==> config.mk <==
export PLATFORM = sky130hd
export DESIGN_NAME = bus_arbiter_rr
export DESIGN_NICKNAME = d
export VERILOG_FILES = /design/src/rtl/bus_pkg.sv /design/src/rtl/rr_picker.sv /design/src/rtl/bus_arbiter_rr.sv
export SDC_FILE = /design/constraint.sdc
export NUM_CORES = 1
export LEC_CHECK = 0
export BUFFER_PORTS_ARGS = -buffer_cell sky130_fd_sc_hd__buf_2
export CAP_MARGIN = 40
export CORE_MARGIN = 3
export CORE_UTILIZATION = 40
export CTS_BUF_LIST = sky130_fd_sc_hd__clkbuf_4 sky130_fd_sc_hd__clkbuf_8
export CTS_CLUSTER_DIAMETER = 60
export CTS_CLUSTER_SIZE = 40
export DETAILED_ROUTE_END_ITERATION = 8
export PLACE_DENSITY = 0.68
export SKIP_CTS_REPAIR_TIMING = 1
export SYNTH_ARGS = -nofsm -noshare
export SYNTH_HDL_FRONTEND = slang
export SYNTH_SLANG_ARGS = --single-unit
==> constraint.sdc <==
create_clock -name clk -period 2.1 [get_ports clk]
set_clock_uncertainty 0.15 [all_clocks]
set_input_delay 0.21 -clock clk [delete_from_list [all_inputs] [get_ports clk]]
set_output_delay 0.21 -clock clk [all_outputs]
set_load 0.005 [all_outputs]
==> src/rtl/bus_pkg.sv <==
// Shared types and helpers for the ADS serial-bus arbiter.
package bus_pkg;

  typedef enum logic [2:0] {
    ST_IDLE    = 3'd0,
    ST_ADDR    = 3'd1,
    ST_CONNECT = 3'd2,
    ST_BUSY    = 3'd3,
    ST_SPLIT   = 3'd4
  } state_e;

  // Ceiling log2, floored at 1 so the result can always size a vector.
  function automatic int clog2(input int value);
    int r;
    r = 0;
    for (int v = value - 1; v > 0; v = v >> 1) r++;
    return (r < 1) ? 1 : r;
  endfunction

endpackage

==> src/rtl/rr_picker.sv <==
// Combinational round-robin selector: first set request at or after ptr, wrapping.
module rr_picker #(
  parameter int N = 2,
  parameter int W = 1
) (
  input  logic [N-1:0] req,
  input  logic [W-1:0] ptr,
  output logic [W-1:0] idx,
  output logic         found
);

  logic [N-1:0] rot;
  logic [W:0]   pos;

  always_comb begin
    rot   = N'({req, req} >> ptr);
    found = |req;
    idx   = '0;
    pos   = '0;
    // Walk offsets from the far end so the nearest request to ptr wins.
    for (int k = N - 1; k >= 0; k--) begin
      if (rot[k]) begin
        pos = {1'b0, ptr} + (W+1)'(k);
        if (pos >= (W+1)'(N)) pos = pos - (W+1)'(N);
        idx = pos[W-1:0];
      end
    end
  end

endmodule

==> src/rtl/bus_arbiter_rr.sv <==
// Round-robin serial-bus arbiter/interconnect with decode errors and split-transaction preemption.
module bus_arbiter_rr
  import bus_pkg::*;
#(
  parameter int  NUM_MASTERS   = 2,
  parameter int  NUM_SLAVES    = 3,
  parameter int  SLV_ADDR_BITS = 2,
  parameter int  SPLIT_TIMEOUT = 12,
  localparam int MW            = bus_pkg::clog2(NUM_MASTERS)
) (
  input  logic                   clk,
  input  logic                   reset,
  input  logic [NUM_MASTERS-1:0] m_request,
  input  logic [NUM_MASTERS-1:0] m_address_valid,
  input  logic [NUM_MASTERS-1:0] m_address,
  input  logic [NUM_MASTERS-1:0] m_data,
  input  logic [NUM_MASTERS-1:0] m_valid,
  input  logic [NUM_MASTERS-1:0] m_write_en,
  output logic [NUM_MASTERS-1:0] m_ready,
  output logic [NUM_MASTERS-1:0] m_data_out,
  output logic [NUM_MASTERS-1:0] m_valid_in,
  output logic [NUM_MASTERS-1:0] m_available,
  input  logic [NUM_SLAVES-1:0]  s_ready,
  input  logic [NUM_SLAVES-1:0]  s_data_in,
  input  logic [NUM_SLAVES-1:0]  s_valid_out,
  output logic [NUM_SLAVES-1:0]  s_address,
  output logic [NUM_SLAVES-1:0]  s_data,
  output logic [NUM_SLAVES-1:0]  s_write_en,
  output logic [NUM_SLAVES-1:0]  s_valid,
  output logic [NUM_SLAVES-1:0]  bus_ready,
  output logic [2:0]             state,
  output logic [MW-1:0]          grant,
  output logic                   connected,
  output logic                   err_decode
);

  localparam int BW = bus_pkg::clog2(SLV_ADDR_BITS + 1);
  localparam int CW = bus_pkg::clog2(SPLIT_TIMEOUT + 1);
  localparam logic [MW-1:0]          LAST_MASTER = MW'(NUM_MASTERS - 1);
  localparam logic [BW-1:0]          LAST_BIT    = BW'(SLV_ADDR_BITS - 1);
  localparam logic [CW-1:0]          TIMEOUT     = CW'(SPLIT_TIMEOUT);
  localparam logic [SLV_ADDR_BITS:0] SLAVE_LIMIT = (SLV_ADDR_BITS+1)'(NUM_SLAVES);

  state_e                   state_q, state_d;
  logic [MW-1:0]            grant_q, grant_d;
  logic [MW-1:0]            rr_ptr_q, rr_ptr_d;
  logic [SLV_ADDR_BITS-1:0] addr_q, addr_d;
  logic [BW-1:0]            bit_cnt_q, bit_cnt_d;
  logic [CW-1:0]            wait_q, wait_d;
  logic                     conn_valid_q, conn_valid_d;
  logic [SLV_ADDR_BITS-1:0] conn_slave_q, conn_slave_d;
  logic                     err_d;

  logic [NUM_MASTERS-1:0]   grant_onehot, pick_req;
  logic [MW-1:0]            grant_inc, pick_ptr, pick_idx;
  logic                     pick_found, sel_ready, others_req;
  logic                     in_wait_q, in_wait_d;
  logic [SLV_ADDR_BITS:0]   addr_shifted;
  logic                     conn_ready, conn_dout, conn_vout;

  always_comb begin
    grant_onehot = '0;
    for (int m = 0; m < NUM_MASTERS; m++) grant_onehot[m] = (grant_q == MW'(m));
    sel_ready = 1'b0;
    for (int s = 0; s < NUM_SLAVES; s++)
      if (addr_q == SLV_ADDR_BITS'(s)) sel_ready = s_ready[s];
  end

  assign grant_inc    = (grant_q == LAST_MASTER) ? '0 : grant_q + 1'b1;
  assign others_req   = |(m_request & ~grant_onehot);
  assign addr_shifted = {addr_q, m_address[grant_q]};

  // One picker serves both the IDLE arbitration and the SPLIT hand-over.
  assign pick_req = (state_q == ST_SPLIT) ? (m_request & ~grant_onehot)
                                          : (m_request & m_address_valid);
  assign pick_ptr = (state_q == ST_SPLIT) ? grant_inc : rr_ptr_q;

  rr_picker #(.N(NUM_MASTERS), .W(MW)) u_picker (
    .req   (pick_req),
    .ptr   (pick_ptr),
    .idx   (pick_idx),
    .found (pick_found)
  );

  // NOTE: every output of this block gets a default before the case, so no path leaves a latch.
  always_comb begin
    state_d      = state_q;
    grant_d      = grant_q;
    rr_ptr_d     = rr_ptr_q;
    addr_d       = addr_q;
    bit_cnt_d    = bit_cnt_q;
    conn_valid_d = conn_valid_q;
    conn_slave_d = conn_slave_q;
    err_d        = 1'b0;
    case (state_q)
      ST_IDLE: if (pick_found) begin
        grant_d   = pick_idx;
        addr_d    = '0;
        bit_cnt_d = '0;
        state_d   = ST_ADDR;
      end
      ST_ADDR: if (m_valid[grant_q]) begin
        addr_d = addr_shifted[SLV_ADDR_BITS-1:0];
        if (bit_cnt_q == LAST_BIT) begin
          bit_cnt_d = '0;
          state_d   = ST_CONNECT;
        end else begin
          bit_cnt_d = bit_cnt_q + 1'b1;
        end
      end
      ST_CONNECT: begin
        if ({1'b0, addr_q} >= SLAVE_LIMIT) begin
          err_d    = 1'b1;
          rr_ptr_d = grant_inc;
          state_d  = ST_IDLE;
        end else if (sel_ready) begin
          conn_valid_d = 1'b1;
          conn_slave_d = addr_q;
          state_d      = ST_BUSY;
        end
      end
      ST_BUSY: begin
        if (!m_request[grant_q]) begin
          conn_valid_d = 1'b0;
          rr_ptr_d     = grant_inc;
          state_d      = ST_IDLE;
        end else if (wait_q >= TIMEOUT && others_req) begin
          state_d = ST_SPLIT;
        end else if (m_address_valid[grant_q]) begin
          conn_valid_d = 1'b0;
          addr_d       = '0;
          bit_cnt_d    = '0;
          state_d      = ST_ADDR;
        end
      end
      ST_SPLIT: begin
        if (pick_found) begin
          grant_d      = pick_idx;
          conn_valid_d = 1'b0;
          addr_d       = '0;
          bit_cnt_d    = '0;
          state_d      = ST_ADDR;
        end else begin
          state_d = ST_BUSY;
        end
      end
      default: begin
        conn_valid_d = 1'b0;
        state_d      = ST_IDLE;
      end
    endcase

    // Slave-wait counter only survives while staying inside CONNECT/BUSY.
    in_wait_q = (state_q == ST_CONNECT) || (state_q == ST_BUSY);
    in_wait_d = (state_d == ST_CONNECT) || (state_d == ST_BUSY);
    wait_d    = '0;
    if (in_wait_q && in_wait_d && !sel_ready)
      wait_d = (wait_q >= TIMEOUT) ? wait_q : wait_q + 1'b1;
  end

  // NOTE: sequential state uses non-blocking assignments so every register samples pre-edge values.
  always_ff @(posedge clk or negedge reset) begin
    if (!reset) begin
      state_q      <= ST_IDLE;
      grant_q      <= '0;
      rr_ptr_q     <= '0;
      addr_q       <= '0;
      bit_cnt_q    <= '0;
      wait_q       <= '0;
      conn_valid_q <= 1'b0;
      conn_slave_q <= '0;
      err_decode   <= 1'b0;
    end else begin
      state_q      <= state_d;
      grant_q      <= grant_d;
      rr_ptr_q     <= rr_ptr_d;
      addr_q       <= addr_d;
      bit_cnt_q    <= bit_cnt_d;
      wait_q       <= wait_d;
      conn_valid_q <= conn_valid_d;
      conn_slave_q <= conn_slave_d;
      err_decode   <= err_d;
    end
  end

  // Routing is purely combinational off the registered connection.
  always_comb begin
    s_address  = '0;
    s_data     = '0;
    s_write_en = '0;
    s_valid    = '0;
    bus_ready  = '1;
    conn_ready = 1'b0;
    conn_dout  = 1'b0;
    conn_vout  = 1'b0;
    for (int s = 0; s < NUM_SLAVES; s++) begin
      if (conn_valid_q && conn_slave_q == SLV_ADDR_BITS'(s)) begin
        s_address[s]  = m_address[grant_q];
        s_data[s]     = m_data[grant_q];
        s_write_en[s] = m_write_en[grant_q];
        s_valid[s]    = m_valid[grant_q] && (state_q != ST_ADDR);
        conn_ready    = s_ready[s];
        conn_dout     = s_data_in[s];
        conn_vout     = s_valid_out[s];
      end else if (conn_valid_q) begin
        bus_ready[s] = 1'b0;
      end
    end
    for (int m = 0; m < NUM_MASTERS; m++) begin
      m_ready[m]     = conn_valid_q && grant_onehot[m] && conn_ready;
      m_data_out[m]  = conn_valid_q && grant_onehot[m] && conn_dout;
      m_valid_in[m]  = conn_valid_q && grant_onehot[m] && conn_vout;
      m_available[m] = (state_q == ST_IDLE) || grant_onehot[m];
    end
  end

  assign state     = state_q;
  assign grant     = grant_q;
  assign connected = conn_valid_q;

endmodule

After elaboration in Yosys (flattened, before gate mapping):

Index checks and enable logic that the tools add are counted.

* input bits: 23
* register bits after elaboration: 17
* logic and storage cells: 166
* output and inout port bits: 29

* reduce and logical (&&, ||, !) cells: 34
* bitwise logic cells: 6
* add/sub/neg operators: 6
* shifts and indexed selects: 1
* eq/ne operators: 25
* $lt $le $gt $ge: 5
* multiplexer cells: 80

Operators by type and width (number)
* $mux 1: 56
* $mux 3: 8
* $ne 2x2->1 const B: 10
* $mux 2: 9
* $logic_and 1x1->1: 15
* $pmux 3 s5: 1
* $eq 3x2->1 const B: 4
* $pmux 2 s3: 2
* $reduce_and 6->1: 2
* $mux 4: 2
* $reduce_or 2->1: 4
* $eq 2x1->1 const B: 3
* $ne 3x3->1 const B: 2
* $reduce_and 3->1: 2
* $add 4x1->4 const B: 1
* $and 2x2->2: 2
* $eq 2x2->1 const B: 2
* $ge 2x2->1 const B: 2
* $ge 4x4->1 const B: 1
* $logic_not 2->1: 2
* $logic_or 1x1->1: 4
* $pmux 1 s4: 1
* $shr 4x1->2: 1
* $eq 3x1->1 const B: 1
* 17 further kinds: 20

Depth between registers and ports, before layout:

Gate-level depths: netlist of the first run.

* word-level depth: 13
* depth in mapped cells: 6
* depth with buffers taken out: 5

Hierarchy:

A second synthesis of the first run with hierarchy kept.

* cell total of the unflattened synthesis: 157
* area total of the unflattened synthesis: 1308.8 um^2

Modules (own cells, without submodules)
* bus_arbiter_rr: seq. area each 425.4 um^2, instances 1, cells an instance 154, area an instance 1291.2 um^2
* rr_picker: seq. area each 0.0 um^2, instances 1, cells an instance 3, area an instance 17.5 um^2

Worst setup path before layout of the first run:

No wires, ideal clock.

* kind: register -> register
* start point: register grant_q, in the netlist grant
* end point: register wait_q[0]
* data arrival time: 1785 ps
* period minus slack after synthesis: 2015 ps
* path slack: 85 ps
* required time: 1870 ps
* stages on the path, launching flop included: 7
* library setup time: 80 ps
* path buffers: 1
* path through: dfrtp_1 buf_6 mux2_4 and2_4 nor2b_4 or4b_4 nor3_2

* cells in the longest elaborated chain, start to end: 13
* elaborated cells between the ends (all ways): 27
* those cells by class: 3 x eq/ne; 15 x mux; 3 x bitwise; 6 x reduce/logical

RTL lines
* start: declaration: RTL line bus_arbiter_rr.sv:45 `logic [MW-1:0] grant_q, grant_d;`
* start signal: assignment: RTL line bus_arbiter_rr.sv:175 `grant_q <= grant_d;`
* $not 1->1: RTL line bus_arbiter_rr.sv:63 `for (int m = 0; m < NUM_MASTERS; m++) grant_onehot[m] = (grant_q == MW'(m));`
* $not 2->2: RTL line bus_arbiter_rr.sv:70, bus_arbiter_rr.sv:74
* $and 2x2->2: RTL line bus_arbiter_rr.sv:70, bus_arbiter_rr.sv:74
* $reduce_or 2->1: RTL line bus_arbiter_rr.sv:70 `assign others_req = |(m_request & ~grant_onehot);`
* $logic_and 1x1->1: RTL line bus_arbiter_rr.sv:127 `end else if (wait_q >= TIMEOUT && others_req) begin`
* $mux 3: RTL line bus_arbiter_rr.sv:127
* $mux 3: RTL line bus_arbiter_rr.sv:123 `if (!m_request[grant_q]) begin`
* $pmux 3 s5 *: RTL line bus_arbiter_rr.sv:95 `case (state_q)`
* net state_d[2]: RTL line bus_arbiter_rr.sv:44 `state_e state_q, state_d;`
* $eq 3x2->1: RTL line bus_arbiter_rr.sv:155 `in_wait_d = (state_d == ST_CONNECT) || (state_d == ST_BUSY);`
* $logic_or 1x1->1 *: RTL line bus_arbiter_rr.sv:155
* $logic_and 1x1->1 * (2 in a row): RTL line bus_arbiter_rr.sv:157 `if (in_wait_q && in_wait_d && !sel_ready)`
* $ne 2x2->1 (no line) / $mux 4 (equally long branches)
* end signal: assignment: RTL line bus_arbiter_rr.sv:179 `wait_q <= wait_d;`
* end: declaration: RTL line bus_arbiter_rr.sv:49 `logic [CW-1:0] wait_q, wait_d;`

The timed path passes the listed nets; every way through them passes the cells marked *. The select of a mux whose other input is x is not followed.
A chain may end at the register's enable or synchronous reset.

Worst setup path in the final report of the first run:

Same ends and word-level chain as after synthesis.

==> results by stage, run 1 <==
Critical path:
- Traced cell by cell, the critical path runs through mux2_4 -> and2_4 -> nor2b_4 -> or4b_4 -> nor3_2.
- Along the worst path, the maximum fanout reaches 4.
- The worst path required time is about 2.2 ns.
- The critical path arrival is around 2.1 ns.
- The setup path with the least slack is of type reg -> reg.
- The endpoint class of the critical path is a flop.
- The worst reg-to-reg setup slack is 0.08 ns.
- The critical path's top delay family is simple AND/OR/NAND/NOR gates.
- The cell type of the slowest stage on the worst timing path is sky130_fd_sc_hd__or4b_4.
- The worst setup path is launched from a flop.
- The number of buffer and inverter instances along the worst setup path is 0.
- The critical path's largest stage delay is roughly 0.56 ns.

Global route:
- The initial antenna violation count came to 0.
- The residual overflow from global routing is 0.
- Entering global routing, the biggest net connects 18 pins.
- The total track usage is between 15 and 20%.
- The number of global-route vias before repair is around 1300.
- The first global-routing pass estimated ~6000 um of wire.

Routing:
- Wires add up to approximately 3500 um.
- The detailed router placed ~1300 vias in this run.
- For this run, design rule violations remaining after detail routing come to 0.
- The first detailed-routing pass took 5 iterations.
- In the final routed layout, each cell accounts on average for around 14 um.
- The residual antenna-violating net count after detailed routing is 0.
- The vias per cell is 5.26.
- The first-iteration detailed-routing DRC count is between 90 and 100.

Timing:
- After layout, the worst path uses 96.0% of the clock period.
- Setup repair after global routing left no endpoint under its margin.
- The setup TNS is 0 ns.
- Measured against its own limit, the worst slew margin works out to between 70% and 80%.
- At the pin with the least slew margin, the transition time is just over 0.4 ns.
- The fmax is 0.496 GHz.
- The final count of pins violating max slew is 0.
- The routed design could run at a clock period as short as 2.02 ns.
- Setup violations remaining at the end of the flow were counted as 0.
- The number of endpoints with negative hold slack in the final report came to 0.

Logic synthesis:
- The number of different library cells in the post-synthesis netlist is 40.
- The per-instance average area after synthesis is ~8.4 sq um.
- The share of synthesized area occupied by flip-flops and latches is between 30% and 40%.
- The net count after synthesis is about 180.
- Synthesis inferred 17 register bits.
- The post-synthesis cell count is 155.
- The cell area after technology mapping is around 0.0013 sq mm.
- The Yosys step of the flow raised 0 warnings.

Power:
- After layout, the design draws a total of between 1.5 and 2 mW.
- The leakage power summed over all cells is 0.820 nW.
- IR analysis of the VDD net gives a maximum drop of ~0.53 mV.
- The cell area power density is about 1000 mW/mm^2.

Die:
- The chip width is between 60 and 70 um.
- In this run the core area contains 20 standard-cell rows.
- The number of top-level design ports is 52.
- The die is between 60 and 70 um tall.
- The initial cell density of the core is between 40% and 50%.
- In this run the standard cell core region covers approximately 0.003 sq mm.
- The die covers around 0.0040 sq mm.

CTS:
- The clock transition at the register clock pins on the worst setup and hold paths after CTS is around 0.11 ns.
- The depth of the CTS H-tree is 1.
- The deepest clock path buffer count is 2.
- The root buffer cell chosen for the clock tree is sky130_fd_sc_hd__clkbuf_4.
- TritonCTS built the clock tree.
- Buffers inserted during clock tree synthesis total 3.
- The clock reaches the later pin of the worst-skew pair after 0.30 ns.
- The tree built by TritonCTS fans out to 17 sinks.

Min path:
- The min-delay analysis places its worst path in the category in -> reg.

Finish:
- Counting the fill cells in the layout gives between 300 and 400.
- The signed area change from the synthesized netlist to the final layout is 29.5%.
- The final net count is between 200 and 250.
- Leaving out fill and tap cells, the most frequent cell in the layout is sky130_fd_sc_hd__buf_2.
- The number of antenna diodes in the final layout is 0.
- In the layout the commonest cells are sky130_fd_sc_hd__buf_2, sky130_fd_sc_hd__nor2_1, sky130_fd_sc_hd__dfrtp_1, sky130_fd_sc_hd__nand2_1, sky130_fd_sc_hd__o21ai_0.
- Cells with a size suffix above 1 make up 39.8% of the layout.

Job:
- Across the run, the number of max-cap violations was 0.

Placed design:
- After legalization and detailed placement, the total HPWL measured 2770 um.
- In this run the tool buffered the top-level ports with 51 buffer cells.
- At the end of routability-driven placement, the weighted congestion stood at about 0.83.

Outcome:
- The run finished with clean final reports.
worst paths after layout:
| path | startpoint | endpoint | depth (start not counted) |
|---|---|---|---|
| setup / recovery | grant | wait_q[0] | 5 |
| hold / removal | m_request[0] | rr_ptr_q | 4 |
| setup reg to reg | grant | wait_q[0] | 5 |
| hold reg to reg | rr_ptr_q | rr_ptr_q | 2 |
| max in group asynchronous | reset | grant | 2 |
| min in group asynchronous | reset | state[0] | 2 |
registers in the layout, summed over array words and instances, names as in the netlist:
register and count:
conn_slave_q 2, state 3, bit_cnt_q 2, rr_ptr_q 1, grant 1, err_decode 1, addr_q 2, connected 1
wait_q 4
worst register-to-register path, stage by stage (launching register included):
cell	delay, ns
sky130_fd_sc_hd__dfrtp_2	0.46
sky130_fd_sc_hd__mux2_4	0.31
sky130_fd_sc_hd__and2_4	0.17
sky130_fd_sc_hd__nor2b_4	0.12
sky130_fd_sc_hd__or4b_4	0.56
sky130_fd_sc_hd__nor3_2	0.17
cell families (layout without fill, tap and decap cells):
logic type | Yosys count | in the layout | synth area share, %
AO/OA/AOI/OAI | 31 | 31 | 15.4
XOR/XNOR | 1 | 1 | 0.669
adder cells (fa/ha/maj) | 1 | 1 | 0.956
buffers and inverters | 11 | 67 | 3.73
flip-flops | 17 | 17 | 32.5
multiplexers | 17 | 17 | 14.0
AND/OR/NAND/NOR | 77 | 77 | 32.8
Yosys cell counts:
master	n	share of area [%]
sky130_fd_sc_hd__and2_4	1	0.67
sky130_fd_sc_hd__nor2b_4	1	1.1
sky130_fd_sc_hd__nand2_1	15	4.3
sky130_fd_sc_hd__and3b_1	2	1.3
sky130_fd_sc_hd__o311ai_0	1	0.67
sky130_fd_sc_hd__a21boi_0	1	0.57
sky130_fd_sc_hd__o21ai_1	2	0.76
sky130_fd_sc_hd__a221oi_1	1	0.67
sky130_fd_sc_hd__or2_2	1	0.48
sky130_fd_sc_hd__dfrtp_1	17	33
sky130_fd_sc_hd__nand4bb_1	1	0.86
sky130_fd_sc_hd__buf_6	1	0.86
sky130_fd_sc_hd__a2bb2oi_2	1	1.1
sky130_fd_sc_hd__a21oi_1	2	0.76
sky130_fd_sc_hd__nor3b_2	1	0.96
sky130_fd_sc_hd__ha_1	1	0.96
sky130_fd_sc_hd__a31oi_1	4	1.9
sky130_fd_sc_hd__o21a_1	1	0.57
sky130_fd_sc_hd__inv_1	4	1.1
sky130_fd_sc_hd__nor3_2	4	3.1
sky130_fd_sc_hd__nor2b_1	3	1.4
sky130_fd_sc_hd__nor2_1	28	8.0
sky130_fd_sc_hd__mux2_2	6	5.2
sky130_fd_sc_hd__nor3_1	1	0.38
sky130_fd_sc_hd__clkbuf_1	6	1.7
sky130_fd_sc_hd__o211ai_1	2	1.1
sky130_fd_sc_hd__o21ai_0	13	5.0
sky130_fd_sc_hd__or4b_4	1	1.1
sky130_fd_sc_hd__nand3b_1	5	2.9
sky130_fd_sc_hd__nand3_1	4	1.5
sky130_fd_sc_hd__o21bai_1	1	0.57
sky130_fd_sc_hd__xnor2_1	1	0.67
sky130_fd_sc_hd__mux2_4	1	1.1
sky130_fd_sc_hd__nand3_2	1	0.76
sky130_fd_sc_hd__a211oi_2	1	0.96
sky130_fd_sc_hd__and3_1	2	0.96
sky130_fd_sc_hd__a31o_2	1	0.67
sky130_fd_sc_hd__mux2i_1	10	7.6
sky130_fd_sc_hd__nand2b_1	5	2.4
sky130_fd_sc_hd__or3b_1	1	0.67
per-layer routing:
layer | vias up | wire length (um) | track usage, %
met5 | - | 0 | 0
met4 | 0 | 16 | 3.50
met3 | 2 | 187 | 4.81
met2 | 38 | 1750 | 32.1
met1 | 638 | 1500 | 22.4
li1 | 663 | - | -
area by class of cell:
| type | count | area, sq um | area share, % |
|---|---|---|---|
| clock inverter | 1 | 7.51 | 0.443 |
| inverter | 4 | 15.0 | 0.886 |
| clock buffer | 3 | 22.5 | 1.33 |
| tap | 44 | 55.1 | 3.25 |
| sequential | 17 | 427 | 25.2 |
| timing repair buffer | 59 | 325 | 19.2 |
| multi-input combinational | 127 | 843 | 49.7 |
where the power goes:
part | switching [mW] | leakage (nW) | internal [mW]
registers | 0.134 | 0.223 | 0.416
clock network | 0.114 | 0.0139 | 0.0726
logic | 0.514 | 0.583 | 0.504
stage by stage:
step	hold WS [ns]	area, sq um	setup WS (ns)	cells	util [%]
finish	0.135	1700	0.0836	255	55.1
CTS	-0.328	1660	-0.0164	253	53.9
detailed placement	0.00760	1630	0.0877	249	53.0
floorplan	-0.236	1310	0.0847	155	-
global route	0.161	1700	0.0173	255	55.1
global placement	-0.000521	1630	0.0974	249	53.0
No activity file was read; power rests on OpenSTA's default activity.
==> run 2: changes to the inputs <==
--- a/config.mk
+++ b/config.mk
@@ -7,13 +7,15 @@
 export LEC_CHECK = 0
 export BUFFER_PORTS_ARGS = -buffer_cell sky130_fd_sc_hd__buf_2
 export CAP_MARGIN = 40
+export CELL_PAD_IN_SITES_DETAIL_PLACEMENT = 1
+export CELL_PAD_IN_SITES_GLOBAL_PLACEMENT = 2
 export CORE_MARGIN = 3
-export CORE_UTILIZATION = 40
+export CORE_UTILIZATION = 28
 export CTS_BUF_LIST = sky130_fd_sc_hd__clkbuf_4 sky130_fd_sc_hd__clkbuf_8
 export CTS_CLUSTER_DIAMETER = 60
 export CTS_CLUSTER_SIZE = 40
 export DETAILED_ROUTE_END_ITERATION = 8
-export PLACE_DENSITY = 0.68
+export PLACE_DENSITY = 0.82
 export SKIP_CTS_REPAIR_TIMING = 1
 export SYNTH_ARGS = -nofsm -noshare
 export SYNTH_HDL_FRONTEND = slang
==> results by stage, run 2 (same netlist as run 1, synthesis figures left out) <==
Power:
- The cell area power density is around 1000 mW/mm^2.
- The analysis attributes to cell leakage a power of 0.840 nW.
- The maximum vdd ir drop is ~0.37 mV.

Critical path:
- The critical path arrival is just over 2 ns.
- At the worst endpoint, the required time is between 2 and 2.5 ns.
- The worst setup path is launched from a flop.
- The endpoint class of the critical path is a flop.
- The maximum fanout along the worst path is 4.
- The class of the most critical setup path is reg -> reg.

Placed design:
- The wire-length estimate of the detail-placed layout is between 3000 and 4000 um.
- The number of buffers inserted by port buffering is 51.
- Counting tap cells, the placed design contains a total of 260 instances.
- The final weighted congestion in routability-driven placement is roughly 0.79.
- The placed instance area is ~0.0017 sq mm.

Die:
- The core footprint is 0.00444 sq mm.
- For this configuration, the core starts out at a cell density of between 20% and 30%.
- The chip width is 74.4 um.
- In this run the core area contains 24 standard-cell rows.
- Measured along the y axis, the die boundary spans approximately 74 um.
- The number of top-level design ports is 52.
- The total die area is between 0.005 and 0.006 sq mm.

Job:
- The total of max-cap violations is 0.

Finish:
- The register with the most flip-flops in the final layout is wait_q.
- The flip-flop and latch area is 428 sq um.
- Leaving out fill and tap cells, the most frequent cells in the layout are sky130_fd_sc_hd__buf_2, sky130_fd_sc_hd__nor2_1, sky130_fd_sc_hd__nand2_1, sky130_fd_sc_hd__dfrtp_1, sky130_fd_sc_hd__o21ai_0.
- The share of the core filled with cells in the final layout is around 39%.
- The final net count is 238.
- The fraction of final layout cells with drive strength greater than 1 is 41.3%.
- Excluding fillers, the count of instances in the completed layout stands at between 200 and 300.
- The total non-filler cell area in the finished layout is about 0.0017 sq mm.
- The antenna diode count is 0.
- The number of filler cells placed in the layout is 566.
- The signed area change from the synthesized netlist to the final layout is 32.3%.
- The commonest non-fill, non-tap cell in the layout is sky130_fd_sc_hd__buf_2.
- In the final layout, the multi-input gates occupy around 840 sq um.
- The register with the most flip-flops in the layout has 4 of them.

CTS:
- The clock root buffer is sky130_fd_sc_hd__clkbuf_8.
- The CTS tree is yes.
- The clock drives 17 sinks.
- The deepest clock path buffer count is 2.
- After clock tree synthesis, the clock-pin slew on the worst setup and hold paths is around 0.07 ns.
- The number of clock buffers added by TritonCTS is 3.
- The depth of the CTS H-tree is 1.
- The later pin in the worst-skew pair is clocked with a latency of 0.25 ns.

Global route:
- Global routing finished with a remaining overflow of 0.
- For this run, the total global-route usage over all layers was measured as 14.0%.
- The number of global-route vias before repair came to around 1200.
- The pin count of the biggest net entering global routing is 18.
- The initial antenna violation count is 0.
- The first-pass GRT wire length is roughly 6000 um.

Timing:
- Headroom to the max-slew limit came out at between 70% and 80%.
- The slew at the pin with the worst max-slew slack is around 0.38 ns.
- The fmax is 0.498 GHz.
- The shortest period the worst path allows is roughly 2 ns.
- Setup repair after global routing left no endpoint under its margin.
- The post-route fraction of the period consumed by the critical path is between 90 and 100%.
- The final number of setup-violating endpoints is 0.
- The final count of pins violating max slew is 0.
- The number of endpoints with negative hold slack in the final report is 0.

Routing:
- The first-iteration detailed-routing DRC count is 42.
- The routed wire length is between 3000 and 4000 um.
- In the routed design, unresolved DRC markers number 0.
- The vias after detailed routing is about 1300.
- The average routed wire per standard cell is approximately 14 um.
- Before antenna repair, the detailed router went through 4 iterations.
- The count of nets left with antenna violations once routing finished came out at 0.
- The vias per cell is about 5.0.

Min path:
- The class of the worst hold path is in -> reg.

Outcome:
- The flow ran to the end, and the final reports show no timing, DRC or antenna violations.
## run 2: cell type report
type                            count  area share [%]
Timing Repair Buffer               61            19.4
Sequential cell                    17            24.7
Clock inverter                      1           0.289
Clock buffer                        3            2.38
Tap cell                           52            3.76
Multi-Input combinational cell    127            48.6
Inverter                            4           0.867
## run 2: path summary, 6_finish.rpt
check | to | cells past startpoint | from | slack (ns)
max | wait_q[2] | 5 | grant | 0.09
min | rr_ptr_q | 4 | m_request[0] | 0.16
max reg2reg | wait_q[2] | 5 | grant | 0.09
min reg2reg | rr_ptr_q | 2 | rr_ptr_q | 0.34
max in group asynchronous | state[0] | 2 | reset | 1.21
min in group asynchronous | rr_ptr_q | 2 | reset | 0.27
## run 2: critical path, cell delays in order, from the launching register on
cell and delay (ns):
sky130_fd_sc_hd__dfrtp_1 0.42, sky130_fd_sc_hd__mux2_4 0.32, sky130_fd_sc_hd__and2_4 0.17, sky130_fd_sc_hd__nor2b_4 0.12, sky130_fd_sc_hd__or4b_4 0.56, sky130_fd_sc_hd__nor3_2 0.18
## run 2: report_power, final
part           internal (mW)  total, mW  switching (mW)
clock                  0.131      0.245           0.113
combinational          0.494      0.996           0.501
sequential             0.418      0.575           0.157
total                   1.04       1.81           0.771
## run 2: through the flow
step	power [mW]	setup TNS, ns	setup WS, ns	hold WS, ns
floorplan	1.21	0	0.0847	-0.236
global placement	1.55	0	0.122	0.0145
detailed placement	1.57	0	0.122	0.0191
CTS	1.83	-0.000296	-0.000296	-0.258
global route	2.00	0	0.0153	0.219
finish	1.81	0	0.0937	0.160
## run 2: per-layer routing
| metal | track usage [%] | up-vias | wire, um |
|---|---|---|---|
| li1 | - | 666 | - |
| met1 | 19.2 | 624 | 1800 |
| met2 | 22.3 | 30 | 1770 |
| met3 | 3.51 | 2 | 191 |
| met4 | 2.96 | 0 | 21 |
| met5 | 0 | - | 0 |
==> run 3: changes to the inputs <==
--- a/config.mk
+++ b/config.mk
@@ -15,8 +15,9 @@
 export CTS_CLUSTER_DIAMETER = 60
 export CTS_CLUSTER_SIZE = 40
 export DETAILED_ROUTE_END_ITERATION = 8
-export PLACE_DENSITY = 0.82
+export PLACE_DENSITY = 0.83
 export SKIP_CTS_REPAIR_TIMING = 1
 export SYNTH_ARGS = -nofsm -noshare
 export SYNTH_HDL_FRONTEND = slang
+export SYNTH_HIERARCHICAL = 1
 export SYNTH_SLANG_ARGS = --single-unit
==> results by stage, run 3 <==
Logic synthesis:
- After Yosys synthesis, and, or, nand and nor cells account for ~30% of the synthesized area.
- The synthesized netlist occupies a cell area of approximately 0.0013 sq mm.
- The area share of fa/ha/maj cells after synthesis is less than 1%.
- The number of storage elements in the synthesis netlist is 17.
- The most area-hungry cell type in the Yosys netlist is sky130_fd_sc_hd__dfrtp_1.
- The per-instance average area after synthesis is ~8.3 sq um.
- Synthesis produced a netlist with a net count of about 180.
- Among all cell types in the netlist, the one instantiated most often is sky130_fd_sc_hd__nor2_1.
- The share of the Yosys chip area taken by registers is 32.5%.
- Sorting the synthesized cells by area gives the leading types as sky130_fd_sc_hd__dfrtp_1, sky130_fd_sc_hd__mux2i_1, sky130_fd_sc_hd__nor2_1.
- The area share of the leading cell type in the synthesized netlist is between 30% and 40%.
- The share of async-settable or async-resettable flops after synthesis is 100%.
- After Yosys synthesis, XOR and XNOR cells account for less than 1% of the synthesized area.
- The fraction of the mapped netlist area in compound gates is ~15%.
- In this run, synthesis inferred 0 flip-flops with an integrated enable.
- The combinational family with the most area after synthesis is simple AND/OR/NAND/NOR gates.
- The post-synthesis cell count is 157.
- Counting distinct cell types in the post-synthesis netlist gives 50.
- By count the netlist is led by sky130_fd_sc_hd__nor2_1, sky130_fd_sc_hd__nand2_1, sky130_fd_sc_hd__dfrtp_1, sky130_fd_sc_hd__mux2i_1, sky130_fd_sc_hd__o21ai_0.
- The top flip-flop cell by instance count after synthesis is sky130_fd_sc_hd__dfrtp_1.
- The count of yosys warnings during synthesis is 6.
- The portion of synthesized area spent on multiplexers is around 15%.

Timing:
- The shortest period the worst path allows is approximately 2.0 ns.
- Headroom to the max-slew limit came out at about three fifths.
- The slew at the pin with the worst max-slew slack is about 0.6 ns.
- The number of endpoints with negative hold slack in the final report is 0.
- In the finished design, the share of the clock period the worst path needs comes to 96.1%.
- The final count of pins violating max slew is 0.
- The fmax is about 0.50 GHz.
- The final number of setup-violating endpoints is 0.
- The final-layout worst hold slack is ~0.26 ns.

Critical path:
- The kind of launch point of the worst setup path is a flop.
- The worst setup path is captured at a flop.
- The startpoint identified for the worst register-to-register timing path is state[0].
- The worst setup path is of the reg -> reg kind.
- The worst reg-to-reg setup slack is about 0.08 ns.
- The beginning of the critical path is state[0].
- The worst path required time is around 2.1 ns.
- The number of cells traversed by the worst register-to-register path is 8.
- The critical path arrival is between 2 and 2.5 ns.
- The worst register-to-register path ends at wait_q[2].
- The maximum fanout along the worst path is 5.

Power:
- The leakage power summed over all cells is 0.857 nW.
- The cell area power density is roughly 1100 mW/mm^2.
- The maximum vdd ir drop is 0.542 mV.

Die:
- The total die area is 0.00553 sq mm.
- The core footprint is roughly 0.0044 sq mm.
- The chip width is ~74 um.
- The number of top-level design ports is 52.
- The die is about 74 um tall.
- The initial cell density of the core is 29.4%.
- In this run the core area contains 24 standard-cell rows.

Finish:
- The commonest non-fill, non-tap cell in the layout is sky130_fd_sc_hd__buf_2.
- In the layout the commonest cells are sky130_fd_sc_hd__buf_2, sky130_fd_sc_hd__nor2_1, sky130_fd_sc_hd__nand2_1, sky130_fd_sc_hd__dfrtp_1.
- The number of flip-flops under the largest register name is 4.
- For this run, the share of the core covered by cells in the final layout is 39.9%.
- The most flop-heavy register is wait_q.
- The final net count is 241.
- In the final layout, the share of cells above drive strength 1 is a little over 40%.
- The area growth from synthesis to layout is 35.6%.
- The antenna diode count is 0.
- The total non-filler cell area in the finished layout is 0.00177 sq mm.

Placed design:
- Input and output buffers added on the ports amount to roughly 50.
- Routability-driven placement finished with a final weighted congestion of about 0.73.
- The placed wire-length estimate after detailed placement is around 3200 um.
- Once placement finished, the instance area stood at roughly 0.0016 sq mm.

Routing:
- The vias per cell is approximately 5.
- The vias after detailed routing is around 1400.
- The average routed wire per standard cell is between 15 and 20 um.
- After detailed routing, the total wire length is roughly 4000 um.
- The detail route stage leaves a number of antenna-violating nets equal to 0.
- The first-iteration detailed-routing DRC count is 27.
- The post-detailed-route DRC marker count is 0.
- The first detailed-routing pass ran for 4 iterations.

Job:
- The tool flagged a number of max-cap violations equal to 0.

CTS:
- Clock-pin slew was measured on the worst setup and hold paths at around 0.07 ns.
- The CTS tree is yes.
- The tree is rooted in a sky130_fd_sc_hd__clkbuf_8.
- The number of buffers created by CTS is 3.
- The clock sink count is 17.
- CTS built an H-tree with a depth of 1.
- The longest clock path from root to sink contains 2 buffers.
- The source-to-sink clock delay at the later pin of the worst-skew pair is roughly 0.25 ns.

Global route:
- The residual overflow from global routing is 0.
- The initial antenna violation count is 0.
- The first global-routing pass estimated approximately 6300 um of wire.
- The total track usage is between 10 and 15%.
- The number of global-route vias before repair is 1353.
- The pin count of the biggest net entering global routing is 18.

Outcome:
- The run finished with clean final reports.

Min path:
- The class of the worst hold path is in -> async.
run 3: layout make-up:
class | count | area, sq um
fill | 567 | 2670
multi-input combinational | 126 | 863
sequential | 17 | 427
timing repair buffer | 63 | 348
tap | 52 | 65.1
clock buffer | 4 | 48.8
inverter | 6 | 22.5
run 3: layer usage:
layer | vias to the layer above | track usage, % | routed length, um
met2 | 48 | 26.5 | 1980
met4 | 0 | 3.56 | 40
li1 | 673 | - | -
met1 | 643 | 17.4 | 1770
met3 | 6 | 3.11 | 296
met5 | - | 0 | 0
run 3: worst max-delay path by stage:
| stage | to | slack [ns] |
|---|---|---|
| 6_report | wait_q[2] | 0.08 |
| 5_1_grt | wait_q[2] | -0.05 |
| 4_1_cts | connected | -0.01 |
| 3_5_place_dp | connected | 0.005 |
| 3_3_place_gp | connected | 0.07 |
| 2_1_floorplan | connected | 0.01 |
run 3: per-stage QoR:
| stage | setup TNS (ns) | instances | power [mW] | setup slack [ns] |
|---|---|---|---|---|
| after floorplan | 0 | 157 | 1.29 | 0.0118 |
| after global placement | 0 | 258 | 1.65 | 0.0738 |
| after detailed placement | 0 | 258 | 1.66 | 0.00505 |
| after CTS | -0.0103 | 262 | 1.92 | -0.0103 |
| after global routing | -0.184 | 268 | 2.16 | -0.0503 |
| final | 0 | 268 | 1.98 | 0.0812 |
run 3: logic make-up (layout without fill, tap and decap cells):
kind of cell,after synthesis,count (layout)
flip-flops,17,17
AO/OA/AOI/OAI,28,28
buffers and inverters,14,73
XOR/XNOR,1,1
AND/OR/NAND/NOR,78,78
adder cells (fa/ha/maj),1,1
multiplexers,18,18
run 3: worst max-delay path: stages (launching register included):
cell                      delay (ns)
sky130_fd_sc_hd__dfrtp_1        0.40
sky130_fd_sc_hd__nor2_4         0.15
sky130_fd_sc_hd__nand3_1        0.14
sky130_fd_sc_hd__and3_4         0.20
sky130_fd_sc_hd__or2_4          0.23
sky130_fd_sc_hd__nor2_1         0.09
sky130_fd_sc_hd__a22oi_1        0.06
sky130_fd_sc_hd__o211a_1        0.32
sky130_fd_sc_hd__nor4_2         0.18
run 3: power by group:
part           switching (mW)  internal, mW  total (mW)
clock                   0.109         0.147       0.256
sequential              0.126         0.417       0.544
combinational           0.625         0.556        1.18
